`src/rtl/mem_port_arbiter_if.sv`:
```
// Bus bundle for mem_port_arbiter: CPU and DMA request ports, RAM port-A drive, status.
// The slave modport is the arbiter; the master modport is the requester/RAM side.
interface mem_port_arbiter_if #(
    parameter int ADDR_W = 10,
    parameter int DATA_W = 16
);
    logic              cpu_req;
    logic              cpu_we;
    logic [ADDR_W-1:0] cpu_addr;
    logic [DATA_W-1:0] cpu_wdata;
    logic              cpu_gnt;
    logic              cpu_rvalid;

    logic              dma_req;
    logic              dma_we;
    logic [ADDR_W-1:0] dma_addr;
    logic [DATA_W-1:0] dma_wdata;
    logic              dma_gnt;
    logic              dma_rvalid;

    logic [DATA_W-1:0] rdata;
    logic [ADDR_W-1:0] ram_addr;
    logic [DATA_W-1:0] ram_wdata;
    logic              ram_wren;
    logic [DATA_W-1:0] ram_rdata;
    logic              busy;
    logic [1:0]        dbg_state;

    // Handshake: a requester holds req/we/addr/wdata stable until its one-cycle gnt;
    // a read then returns exactly one one-cycle rvalid with the result on rdata.
    modport slave (
        input  cpu_req, cpu_we, cpu_addr, cpu_wdata,
        input  dma_req, dma_we, dma_addr, dma_wdata,
        input  ram_rdata,
        output cpu_gnt, cpu_rvalid, dma_gnt, dma_rvalid,
        output rdata, ram_addr, ram_wdata, ram_wren, busy, dbg_state
    );

    modport master (
        output cpu_req, cpu_we, cpu_addr, cpu_wdata,
        output dma_req, dma_we, dma_addr, dma_wdata,
        output ram_rdata,
        input  cpu_gnt, cpu_rvalid, dma_gnt, dma_rvalid,
        input  rdata, ram_addr, ram_wdata, ram_wren, busy, dbg_state
    );
endinterface

```
`src/rtl/mem_port_arbiter.sv`:
```
// Two-requester (CPU, DMA) arbiter for block-RAM port A with fixed read latency.
// Round-robin by default; define ARB_CPU_PRIORITY_EN to make the CPU always win ties.
module mem_port_arbiter #(
    parameter int ADDR_W = 10,
    parameter int DATA_W = 16,
    parameter int RD_LAT = 2
) (
    input logic              clk,
    input logic              reset,
    mem_port_arbiter_if.slave bus
);
    typedef enum logic [1:0] {IDLE = 2'd0, ISSUE = 2'd1, WAIT = 2'd2, RESP = 2'd3} state_t;

    if ((RD_LAT < 1) || (RD_LAT > 7)) begin : g_bad_rd_lat
        $error("mem_port_arbiter: RD_LAT must be in 1..7");
    end

    localparam logic [2:0] CNT_INIT = 3'(RD_LAT - 1);

    state_t            state_q, state_d;
    logic [2:0]        cnt_q, cnt_d;
    logic              owner_q;
    logic              last_winner_q;
    logic              rvalid_q;
    logic [DATA_W-1:0] rdata_q;
    logic [ADDR_W-1:0] ram_addr_q;
    logic [DATA_W-1:0] ram_wdata_q;
    logic              ram_wren_q;

    logic              any_req;
    logic              winner;
    logic              take;
    logic              rd_done;
    logic              win_we;
    logic [ADDR_W-1:0] win_addr;
    logic [DATA_W-1:0] win_wdata;

    // winner: 0 = CPU, 1 = DMA
    always_comb begin
        any_req = bus.cpu_req | bus.dma_req;
        winner  = 1'b0;
        if (bus.cpu_req && bus.dma_req) begin
`ifdef ARB_CPU_PRIORITY_EN
            winner = 1'b0;
`else
            winner = ~last_winner_q;
`endif
        end else if (bus.dma_req) begin
            winner = 1'b1;
        end
        win_we    = winner ? bus.dma_we    : bus.cpu_we;
        win_addr  = winner ? bus.dma_addr  : bus.cpu_addr;
        win_wdata = winner ? bus.dma_wdata : bus.cpu_wdata;
        take      = (state_q == IDLE) && any_req;
        rd_done   = (state_q == WAIT) && (cnt_q == 3'd0);
    end

    always_comb begin
        state_d = state_q;
        cnt_d   = cnt_q;
        case (state_q)
            IDLE:  if (any_req) state_d = ISSUE;
            // ram_wren is only ever high in ISSUE, so it tells a write from a read here
            ISSUE: begin
                if (ram_wren_q) begin
                    state_d = IDLE;
                end else begin
                    state_d = WAIT;
                    cnt_d   = CNT_INIT;
                end
            end
            WAIT: begin
                if (cnt_q == 3'd0) state_d = RESP;
                else               cnt_d   = cnt_q - 3'd1;
            end
            RESP:    state_d = IDLE;
            default: state_d = IDLE;
        endcase
    end

    always_ff @(posedge clk) begin
        if (!reset) begin
            state_q <= IDLE;
            cnt_q   <= 3'd0;
        end else begin
            state_q <= state_d;
            cnt_q   <= cnt_d;
        end
    end

    always_ff @(posedge clk) begin
        if (!reset) begin
            owner_q       <= 1'b0;
            last_winner_q <= 1'b1;
            rvalid_q      <= 1'b0;
            rdata_q       <= '0;
            ram_addr_q    <= '0;
            ram_wdata_q   <= '0;
            ram_wren_q    <= 1'b0;
        end else begin
            if (take) begin
                owner_q       <= winner;
                last_winner_q <= winner;
                ram_addr_q    <= win_addr;
                ram_wdata_q   <= win_wdata;
            end
            ram_wren_q <= take && win_we;
            rvalid_q   <= rd_done;
            if (rd_done) rdata_q <= bus.ram_rdata;
        end
    end

    assign bus.cpu_gnt    = (state_q == ISSUE) && !owner_q;
    assign bus.dma_gnt    = (state_q == ISSUE) &&  owner_q;
    assign bus.cpu_rvalid = rvalid_q && !owner_q;
    assign bus.dma_rvalid = rvalid_q &&  owner_q;
    assign bus.rdata      = rdata_q;
    assign bus.ram_addr   = ram_addr_q;
    assign bus.ram_wdata  = ram_wdata_q;
    assign bus.ram_wren   = ram_wren_q;
    assign bus.busy       = (state_q != IDLE);
    assign bus.dbg_state  = state_q;
endmodule
```
`src/flat_wrapper.sv`:
```
// flat-port wrapper written by rule: the top's interface ports become plain ports
module mem_port_arbiter_flat 
#(
    parameter int ADDR_W = 10,
    parameter int DATA_W = 16,
    parameter int RD_LAT = 2
)
  (clk, reset, bus_cpu_req, bus_cpu_we, bus_cpu_addr, bus_cpu_wdata, bus_dma_req, bus_dma_we, bus_dma_addr, bus_dma_wdata, bus_ram_rdata, bus_cpu_gnt, bus_cpu_rvalid, bus_dma_gnt, bus_dma_rvalid, bus_rdata, bus_ram_addr, bus_ram_wdata, bus_ram_wren, bus_busy, bus_dbg_state);
  mem_port_arbiter_if #(.ADDR_W(ADDR_W), .DATA_W(DATA_W)) bus_i ();
  input logic clk;
  input logic reset;
  input wire logic [$bits(bus_i.cpu_req)-1:0] bus_cpu_req;
  input wire logic [$bits(bus_i.cpu_we)-1:0] bus_cpu_we;
  input wire logic [$bits(bus_i.cpu_addr)-1:0] bus_cpu_addr;
  input wire logic [$bits(bus_i.cpu_wdata)-1:0] bus_cpu_wdata;
  input wire logic [$bits(bus_i.dma_req)-1:0] bus_dma_req;
  input wire logic [$bits(bus_i.dma_we)-1:0] bus_dma_we;
  input wire logic [$bits(bus_i.dma_addr)-1:0] bus_dma_addr;
  input wire logic [$bits(bus_i.dma_wdata)-1:0] bus_dma_wdata;
  input wire logic [$bits(bus_i.ram_rdata)-1:0] bus_ram_rdata;
  output wire logic [$bits(bus_i.cpu_gnt)-1:0] bus_cpu_gnt;
  output wire logic [$bits(bus_i.cpu_rvalid)-1:0] bus_cpu_rvalid;
  output wire logic [$bits(bus_i.dma_gnt)-1:0] bus_dma_gnt;
  output wire logic [$bits(bus_i.dma_rvalid)-1:0] bus_dma_rvalid;
  output wire logic [$bits(bus_i.rdata)-1:0] bus_rdata;
  output wire logic [$bits(bus_i.ram_addr)-1:0] bus_ram_addr;
  output wire logic [$bits(bus_i.ram_wdata)-1:0] bus_ram_wdata;
  output wire logic [$bits(bus_i.ram_wren)-1:0] bus_ram_wren;
  output wire logic [$bits(bus_i.busy)-1:0] bus_busy;
  output wire logic [$bits(bus_i.dbg_state)-1:0] bus_dbg_state;
  assign bus_i.cpu_req = bus_cpu_req;
  assign bus_i.cpu_we = bus_cpu_we;
  assign bus_i.cpu_addr = bus_cpu_addr;
  assign bus_i.cpu_wdata = bus_cpu_wdata;
  assign bus_i.dma_req = bus_dma_req;
  assign bus_i.dma_we = bus_dma_we;
  assign bus_i.dma_addr = bus_dma_addr;
  assign bus_i.dma_wdata = bus_dma_wdata;
  assign bus_i.ram_rdata = bus_ram_rdata;
  assign bus_cpu_gnt = bus_i.cpu_gnt;
  assign bus_cpu_rvalid = bus_i.cpu_rvalid;
  assign bus_dma_gnt = bus_i.dma_gnt;
  assign bus_dma_rvalid = bus_i.dma_rvalid;
  assign bus_rdata = bus_i.rdata;
  assign bus_ram_addr = bus_i.ram_addr;
  assign bus_ram_wdata = bus_i.ram_wdata;
  assign bus_ram_wren = bus_i.ram_wren;
  assign bus_busy = bus_i.busy;
  assign bus_dbg_state = bus_i.dbg_state;
  mem_port_arbiter #(.ADDR_W(ADDR_W), .DATA_W(DATA_W), .RD_LAT(RD_LAT)) u_core (.clk(clk), .reset(reset), .bus(bus_i));
endmodule
```
`config.mk`:
```
export PLATFORM = sky130hd
export DESIGN_NAME = mem_port_arbiter_flat
export DESIGN_NICKNAME = d
export VERILOG_FILES = /design/src/rtl/mem_port_arbiter_if.sv /design/src/rtl/mem_port_arbiter.sv /design/src/flat_wrapper.sv
export SDC_FILE = /design/constraint.sdc
export NUM_CORES = 1
export LEC_CHECK = 0
export CAP_MARGIN = 20
export CORE_AREA = 2 2 98 100
export DETAILED_ROUTE_END_ITERATION = 8
export DIE_AREA = 0 0 100 102
export PLACE_DENSITY_LB_ADDON = 0.15
export SLEW_MARGIN = 20
export SYNTH_ARGS = -nofsm -noshare
export SYNTH_HDL_FRONTEND = slang
export SYNTH_SLANG_ARGS = --single-unit
```
`constraint.sdc`:
```
create_clock -name clk -period 2.4 [get_ports clk]
set_input_delay 0.6 -clock clk [delete_from_list [all_inputs] [get_ports clk]]
set_output_delay 0.6 -clock clk [all_outputs]
set_load 0.01 [all_outputs]
```
Word-level counts from Yosys, hierarchy flattened
Index checks and enable logic that the tools add are counted.

word-level totals
  register bits after elaboration = 51
  input bits = 74
  output and inout bits = 50

operators by class
  add/sub/neg operators = 1
  equal/unequal tests = 7
  multiplexer cells = 12
  bitwise logic cells = 2
  reduce and logical (&&, ||, !) cells = 15

operators by type and width
  kind                                                                count
  16-bit 2-to-1 mux                                                   1
  10-bit 2-to-1 mux                                                   1
  1-bit logical AND                                                   8
  2-bit case mux with 4 select lines                                  1
  2-bit 2-to-1 mux                                                    3
  3-bit 2-to-1 mux                                                    2
  2-bit != test, second input constant                                3
  3-bit case mux with 2 select lines                                  1
  2-bit == test, second input constant                                2
  2-bit nonzero test                                                  2
  3-bit zero test                                                     1
  1-bit 2-to-1 mux                                                    3
  3-bit AND reduction                                                 1
  3-bit by 1-bit subtractor with 3-bit output, second input constant  1
  2-bit by 1-bit == test with 1-bit output, second input constant     1
  2-bit zero test                                                     1
  2-bit by 1-bit != test with 1-bit output, second input constant     1
  2-bit AND reduction                                                 1
  1-bit zero test                                                     1
  1-bit inverter                                                      1
  1-bit bitwise OR                                                    1

Logic depth before layout (Yosys ltp)
Gate-level depths: netlist (run 1).

  depth in word-level cells = 4
  gate-level depth with buffers = 8
  depth with buffers taken out = 5

Least setup slack after synthesis (run 1)
Ideal clock, no wire load.

  path kind = register to register
  from = register u_core.state_q[0] (netlist: u_core.bus.dbg_state[0])
  to = register u_core.cnt_q[1]
  setup time = 0.123 ns
  data arrival time = 1.415 ns
  required time = 2.277 ns
  setup slack = 0.862 ns
  stages on the path, launching flop included = 9
  period minus slack after synthesis = 1.538 ns
  cell sequence = dfxtp_1 > inv_1 > ha_1 > buf_2 > and3b_1 > buf_2 > buf_4 > nor2_1 > o32ai_1

between the ends
  cells in the longest elaborated chain, start to end = 3
  elaborated cells on any way between the ends = 7

ends and longest elaborated chain
  item                                                                       RTL line                text
  start, declared                                                            mem_port_arbiter.sv:20  state_t state_q, state_d;
  start signal, assigned                                                     mem_port_arbiter.sv:86  state_q <= state_d;
  2-bit == test or 2-bit by 1-bit == test with 1-bit output (tied branches)  mem_port_arbiter.sv:61  case (state_q)
  2-bit != test (no line) or 2-bit nonzero test (tied branches)              --
  3-bit AND reduction (no line)                                              --
  end signal, assigned                                                       mem_port_arbiter.sv:87  cnt_q <= cnt_d;
  end, declared                                                              mem_port_arbiter.sv:21  logic [2:0] cnt_q, cnt_d;

Several ways; a longest one is shown, not always the timed one.
A chain may end at the register's enable or synchronous reset.

==> qor.txt, run 1 <==
die height -> 102 um
die width -> 100 um
worst setup path end -> bus_cpu_gnt
Clk Tree Root Cell -> clkbuf_8
CTS tree -> done
Via density -> 4.41
clock skew -> 0.00840 ns
Worst setup SP type -> flop
Setup CP Type -> flop to output pin
Post-Synthesis Cells -> 245
final net count -> 442
number of global-route vias before repair -> 1982
num rows -> 35
register area share after synthesis -> 45.9%
initial antenna violation count -> 0
grt ovf -> 0
capturing point of the worst reg2reg path -> u_core.cnt_q[0]
share of the synthesized area in the top cell type -> 45.9%
CORE AREA -> 9110 sq um
Vias -> 2096
Least-Margin Pin Slew -> 0.686 ns
Final Non-Filler Cells -> 475
# hold bufs at CTS -> 0
Synth Register Bits -> 51
FF+latch area -> 1020 sq um
H-tree depth -> 2
drt first pass iters -> 4
post-CTS setup-driven buffer insertion count -> 0
Max VDD drop -> 0.000303 V
average instance area after synthesis -> 9.09 sq um
cts repair resizes -> 0
Synth area leader -> dfxtp_1
PwrDens -> 598 nW/um^2
Hold Vio Cnt, Final -> 0
Fin Setup TNS -> 0 ns
ys flop type -> dfxtp_1
LEAKAGE -> 1.34 nW
Crit path required time -> 1.80 ns
Hold Path Class -> flop to flop
total track usage -> 12.1%
TritonCTS Sinks -> 51
syn_nets -> 324
status -> complete, no violations
max-cap violation count -> 0
GPL Wtd Cong -> 0.707
R2R Path Start -> u_core.bus.dbg_state[0]
synthesized cell area -> 2230 sq um
largest net degree at the start of global routing -> 53
global-route wire length before repair -> 9750 um
R2R setup slack -> 0.67 ns
Avg WL per Cell -> 13.1 um
CP arrival -> 1.66 ns
Post-synth EDFFs -> 0
DRT Wirelength -> 6240 um
Fmax -> 0.442 GHz
r2r worst-path depth -> 5
Multi-input gate area -> 1050 sq um
fin crit share -> 94.4%
DRT antenna net count -> 0
most used standard cell by instance count after synthesis -> dfxtp_1
DRC Markers -> 0
Area Overhead vs Synth -> 63.2%
clk slew on worst S/H paths -> 0.10 ns
Synth area leaders -> dfxtp_1, mux2i_1, a21oi_1
Skew-Pair Late Insertion Delay -> 0.30 ns
die footprint -> 10200 sq um
Commonest cells post-synth -> dfxtp_1, a21oi_1, nand2_1
Worst Setup End Kind -> output pin
DR iter-0 viols -> 28
RSZ-0062 raised after global routing -> false
DP HPWL -> 4650 um
Netlist cell types -> 33
Synth warnings -> 0
Initial Util -> 24.4%
Synth async-reset ratio -> 0%
total CTS buffers -> 5
Port-buffer cells -> 123
Longest Clk Path Bufs -> 2
post-route minimum period -> 2.26 ns
worst-path fanout max -> 5
Ant. Diodes -> 0
Top Ports -> 124
endpoints failing setup -> 0
share of layout cells above drive strength 1 -> 5.22%
max-slew violation count -> 0
fill count -> 939
placed cell count -> 467
Rel. slew slack -> 54.2%
==> worst max-delay path, cell delays in order (launching register included) <==
cell and delay (ns):
dfxtp_1 0.35, inv_1 0.08, ha_2 0.23, nor2b_1 0.15, clkdlybuf4s50_1 0.56
==> report_power, final <==
group / internal (mW) / switching, mW / total, mW
clock: 0.236 / 0.292 / 0.528
sequential: 0.935 / 0.0460 / 0.981
combinational: 0.379 / 0.285 / 0.664
total: 1.55 / 0.623 / 2.17
==> cell type report <==
type / count / share of cell area [%]
timing repair buffer: 129 / 35.8
clock inverter: 2 / 0.448
inverter: 6 / 0.620
clock buffer: 6 / 2.27
sequential: 51 / 28.1
multi-input combinational: 170 / 28.9
tap: 111 / 3.82
==> per-layer routing <==
layer	up-vias	track usage, %	wire length, um
met5	-	0	0
met4	0	3.79	82
met3	5	3.42	364
met2	50	21.0	3120
met1	953	14.5	2670
li1	1088	-	-
==> metrics by stage <==
| stage | utilization [%] | setup WS, ns | total power, mW | instance area, sq um | hold WS, ns |
|---|---|---|---|---|---|
| floorplan | - | 0.862 | 1.32 | 2230 | 0.449 |
| global placement | 38.8 | 0.306 | 1.67 | 3530 | 0.443 |
| detailed placement | 38.8 | 0.294 | 1.67 | 3530 | 0.446 |
| CTS | 39.8 | 0.0493 | 2.22 | 3630 | 0.461 |
| global route | 39.9 | 0.0228 | 2.31 | 3630 | 0.487 |
| finish | 39.9 | 0.135 | 2.17 | 3630 | 0.457 |
==> how the worst min path moves through the flow <==
stage	from	end	slack [ns]	cells past startpoint
2_1_floorplan	u_core.cnt_q[1]	u_core.cnt_q[1]	0.45	2
3_3_place_gp	u_core.bus.rdata[3]	u_core.bus.rdata[3]	0.44	2
6_report	u_core.bus.rdata[15]	u_core.bus.rdata[15]	0.46	2
5_1_grt	u_core.bus.rdata[10]	u_core.bus.rdata[10]	0.49	2
3_5_place_dp	u_core.bus.rdata[15]	u_core.bus.rdata[15]	0.45	2
4_1_cts	u_core.bus.rdata[15]	u_core.bus.rdata[15]	0.46	2
==> sequential cells by signal, summed over array words and instances, names as in the netlist, named ones only <==
| signal | flops |
|---|---|
| u_core.bus.ram_wdata | 16 |
| u_core.last_winner_q | 1 |
| u_core.rvalid_q | 1 |
| u_core.bus.ram_wren | 1 |
| u_core.owner_q | 1 |
| u_core.bus.rdata | 16 |
| u_core.bus.ram_addr | 10 |
| u_core.cnt_q | 3 |
| u_core.bus.dbg_state | 1 |
==> cells by family (layout without fill, tap and decap cells) <==
kind of cell    Yosys count  after routing  share of synthesized area, %
fa+ha+maj                 5              5                          2.81
compound gates           85             85                          20.7
buf+inv                  24            143                          7.42
simple gates             52             52                          10.6
flops                    51             51                          45.9
mux                      28             28                          12.6
==> layout by cell type, fill, tap and decap left out, types with 4 or more instances in the layout <==
| cell type | netlist | final |
|---|---|---|
| nand2_1 | 34 | 34 |
| mux2i_1 | 28 | 28 |
| inv_1 | 6 | 6 |
| buf_4 | 3 | 4 |
| nor2_1 | 5 | 5 |
| clkbuf_8 | 0 | 6 |
| ha_1 | 5 | 4 |
| clkdlybuf4s50_1 | 0 | 123 |
| a21oi_1 | 45 | 45 |
| dfxtp_1 | 51 | 51 |
| o21ai_1 | 9 | 9 |
| o21ai_0 | 22 | 22 |
Note: power is estimated with default switching activity, not from simulation.
==> inputs of run 2 (changes only) <==
--- a/config.mk
+++ b/config.mk
@@ -6,9 +6,9 @@
 export NUM_CORES = 1
 export LEC_CHECK = 0
 export CAP_MARGIN = 20
-export CORE_AREA = 2 2 98 100
+export CORE_AREA = 10 10 106 108
 export DETAILED_ROUTE_END_ITERATION = 8
-export DIE_AREA = 0 0 100 102
+export DIE_AREA = 0 0 116 118
 export PLACE_DENSITY_LB_ADDON = 0.15
 export SLEW_MARGIN = 20
 export SYNTH_ARGS = -nofsm -noshare
==> qor.txt, run 2 (synthesis gave the netlist of run 1 again) <==
Fmax -> 0.439 GHz
Fin Setup TNS -> 0 ns
DR iter-0 viols -> 80
die width -> 116 um
endpoints failing setup -> 0
fin crit share -> 94.8%
Area Overhead vs Synth -> 62.8%
TritonCTS Sinks -> 51
Hold Startpoint -> u_core.bus.rdata[0]
Skew-Pair Late Insertion Delay -> 0.31 ns
RSZ-0062 raised after global routing -> false
post-route setup slack -> 0.124 ns
commonest non-fill, non-tap cell in the layout -> clkdlybuf4s50_1
post-CTS setup-driven buffer insertion count -> 0
Ant. Diodes -> 0
Rel. slew slack -> 52.6%
most frequent cells in the layout -> clkdlybuf4s50_1, dfxtp_1, a21oi_1
DRT Wirelength -> 7490 um
post-route minimum period -> 2.28 ns
die footprint -> 13700 sq um
WHS Path Cells -> 2
Port-buffer cells -> 123
Hold Path Class -> flop to flop
drt first pass iters -> 4
Hold Vio Cnt, Final -> 0
number of global-route vias before repair -> 2141
Worst setup SP type -> flop
R2R Path Start -> u_core.bus.dbg_state[0]
Longest Clk Path Bufs -> 2
DRT antenna net count -> 0
largest net degree at the start of global routing -> 53
Avg WL per Cell -> 15.7 um
num rows -> 35
DP HPWL -> 5750 um
max-cap violation count -> 0
Top Ports -> 124
worst-path fanout max -> 5
hold_ws -> 0.456 ns
Initial Util -> 24.4%
initial antenna violation count -> 0
max-slew violation count -> 0
clk slew on worst S/H paths -> 0.10 ns
Setup CP Type -> flop to output pin
Worst Hold End -> u_core.bus.rdata[0]
Worst Setup End Kind -> output pin
R2R setup slack -> 0.62 ns
r2r worst-path depth -> 5
Via density -> 4.46
DRC Markers -> 0
CP arrival -> 1.68 ns
total CTS buffers -> 5
Least-Margin Pin Slew -> 0.709 ns
global-route wire length before repair -> 11600 um
die height -> 118 um
H-tree depth -> 2
clock skew -> 0.0117 ns
capturing point of the worst reg2reg path -> u_core.cnt_q[0]
LEAKAGE -> 1.34 nW
share of layout cells above drive strength 1 -> 5.48%
CORE AREA -> 9110 sq um
grt ovf -> 0
Vias -> 2124
dpl ws -> 0.309 ns
Crit path required time -> 1.80 ns
Clk Tree Root Cell -> clkbuf_8
Max VDD drop -> 0.000233 V
GPL Wtd Cong -> 0.713
final net count -> 443
status -> complete, no violations
total track usage -> 10.6%
CTS tree -> done
PwrDens -> 595 nW/um^2
-- run 2: cell count changes in the layout (fill, tap and decap cells not counted) --
cell	before	now
clkinvlp_4	1	0
buf_4	4	5
clkbuf_8	6	5
clkinv_4	1	0
clkinv_2	0	3
-- run 2: critical path, stage by stage (launching register included) --
cell and delay, ns:
dfxtp_1 0.35, inv_1 0.09, ha_2 0.22, nor2b_1 0.15, clkdlybuf4s50_1 0.56
-- run 2: cell type report --
| class | count | area [sq um] |
|---|---|---|
| fill | 926 | 5480 |
| timing repair buffer | 130 | 1310 |
| multi-input combinational | 170 | 1050 |
| sequential | 51 | 1020 |
| tap | 111 | 139 |
| clock buffer | 5 | 68.8 |
| inverter | 6 | 22.5 |
| clock inverter | 3 | 15.0 |
-- run 2: layer usage --
metal	GRT usage, %	vias up	wire length, um
met4	3.05	0	93
met3	4.43	5	674
met2	18.1	57	3840
met1	11.7	976	2880
met5	0	-	0
li1	-	1086	-
-- run 2: power breakdown --
group          leakage [nW]  total (mW)  internal [mW]  switching [mW]
sequential            0.419       0.982          0.935          0.0469
clock                0.0477       0.497          0.201           0.297
combinational         0.874       0.676          0.381           0.295
total                  1.34        2.16           1.52           0.638
-- run 2: worst max-delay path by stage --
stage	to	from	slack, ns	cells past startpoint
finish	bus_cpu_gnt	flop	0.12	4
global route	bus_cpu_gnt	flop	0.04	4
CTS	bus_cpu_gnt	flop	0.04	4
detailed placement	u_core.bus.ram_wdata[8]	bus_dma_req	0.31	5
global placement	u_core.bus.ram_wren	bus_dma_req	0.35	5
floorplan	u_core.cnt_q[1]	u_core.bus.dbg_state[0]	0.86	8
-- run 2: stage by stage --
stage	area (sq um)	std cells	total power [mW]	utilization [%]
2_1_floorplan	2230	245	1.32	-
3_3_place_gp	3540	468	1.68	38.8
3_5_place_dp	3540	468	1.68	38.8
4_1_cts	3620	476	2.20	39.8
5_1_grt	3620	476	2.29	39.8
6_report	3620	476	2.16	39.8
-- run 2: what timing repair did --
action | in CTS | in global routing
resized for setup | 0 | 1
hold buffers | 0 | 0
setup endpoints to repair | 0 | 1
==> inputs of run 3 (changes only) <==
--- a/config.mk
+++ b/config.mk
@@ -7,6 +7,7 @@
 export LEC_CHECK = 0
 export CAP_MARGIN = 20
 export CORE_AREA = 10 10 106 108
+export CTS_CLUSTER_SIZE = 12
 export DETAILED_ROUTE_END_ITERATION = 8
 export DIE_AREA = 0 0 116 118
 export PLACE_DENSITY_LB_ADDON = 0.15
==> constraint.sdc (replaced) <==
create_clock -name clk -period 2.9 [get_ports clk]
set_input_delay 0.725 -clock clk [delete_from_list [all_inputs] [get_ports clk]]
set_output_delay 0.725 -clock clk [all_outputs]
set_load 0.01 [all_outputs]
==> qor.txt, run 3 (synthesis gave the netlist of run 1 again) <==
Top Ports -> 124
initial antenna violation count -> 0
max-slew violation count -> 0
grt ovf -> 0
post-route minimum period -> 2.46 ns
die height -> 118 um
commonest non-fill, non-tap cell in the layout -> clkdlybuf4s50_1
Hold Vio Cnt, Final -> 0
TritonCTS Sinks -> 51
largest net degree at the start of global routing -> 35
hold_ws -> 0.456 ns
Ant. Diodes -> 0
cts repair resizes -> 0
Fin Setup TNS -> 0 ns
Max VDD drop -> 0.000194 V
Vias -> 2095
placed cell count -> 466
DR iter-0 viols -> 43
Avg WL per Cell -> 15.6 um
Initial Util -> 24.4%
final net count -> 441
drt first pass iters -> 4
endpoints failing setup -> 0
Worst Setup End Kind -> output pin
number of global-route vias before repair -> 2187
Area Overhead vs Synth -> 62.8%
Longest Clk Path Bufs -> 2
Least-Margin Pin Slew -> 0.775 ns
DRT Wirelength -> 7390 um
Final Non-Filler Cells -> 474
share of layout cells above drive strength 1 -> 4.41%
Via density -> 4.42
Fmax -> 0.406 GHz
worst-path fanout max -> 5
Rel. slew slack -> 48.2%
# hold bufs at CTS -> 0
clock skew -> 0.00417 ns
post-CTS setup-driven buffer insertion count -> 0
CORE AREA -> 9110 sq um
global-route wire length before repair -> 11800 um
die footprint -> 13700 sq um
Crit path required time -> 2.17 ns
PwrDens -> 501 nW/um^2
RSZ-0062 raised after global routing -> false
LEAKAGE -> 1.34 nW
DRC Markers -> 0
clk slew on worst S/H paths -> 0.09 ns
die width -> 116 um
H-tree depth -> 2
DP HPWL -> 5730 um
most frequent cells in the layout -> clkdlybuf4s50_1, dfxtp_1, a21oi_1
DRT antenna net count -> 0
Hold Path Class -> flop to flop
GPL Wtd Cong -> 0.692
CTS tree -> done
max-cap violation count -> 0
R2R Path Start -> u_core.bus.dbg_state[0]
Worst setup SP type -> flop
Setup CP Type -> flop to output pin
status -> complete, no violations
fin crit share -> 84.8%
total CTS buffers -> 5
num rows -> 35
Port-buffer cells -> 123
CP arrival -> 1.74 ns
Skew-Pair Late Insertion Delay -> 0.30 ns
Clk Tree Root Cell -> clkbuf_8
total track usage -> 10.7%
Hold Startpoint -> u_core.bus.rdata[1]
==> run 3: layout make-up <==
class / instances / area (sq um)
Multi-Input combinational cell: 170 / 1050
Inverter: 6 / 22.5
Tap cell: 111 / 139
Fill cell: 929 / 5490
Sequential cell: 51 / 1020
Clock buffer: 8 / 100
Timing Repair Buffer: 128 / 1290
==> run 3: metal layers <==
layer / GRT usage, % / vias up / share of wire, %
met3: 3.72 / 5 / 7.1
met1: 11.5 / 951 / 39
met5: 0 / - / 0
met2: 19.2 / 53 / 53
li1: - / 1086 / -
met4: 3.05 / 0 / 0.89
==> run 3: worst max-delay path, cell delays in order (launching register included) <==
cell and delay, ns:
dfxtp_1 0.35, inv_1 0.09, ha_1 0.26, nor2b_1 0.16
clkdlybuf4s50_1 0.58
==> run 3: through the flow <==
step	total power, mW	setup WS (ns)	instance area [sq um]	util, %
floorplan	1.09	1.28	2230	-
global placement	1.39	0.670	3520	38.7
detailed placement	1.39	0.660	3520	38.7
CTS	1.85	0.412	3620	39.8
global route	1.93	0.329	3620	39.8
finish	1.81	0.440	3620	39.8
==> run 3: path summary, 6_finish.rpt <==
kind / end / slack [ns] / cells past startpoint
min: u_core.bus.rdata[1] / 0.46 / 2
max reg2reg: u_core.bus.rdata[12] / 1.11 / 5
min reg2reg: u_core.bus.rdata[1] / 0.46 / 2
max: bus_cpu_gnt / 0.44 / 4
==> run 3: power breakdown <==
part / switching (mW) / internal, mW
registers: 0.0389 / 0.774
clock network: 0.231 / 0.218
logic: 0.242 / 0.311
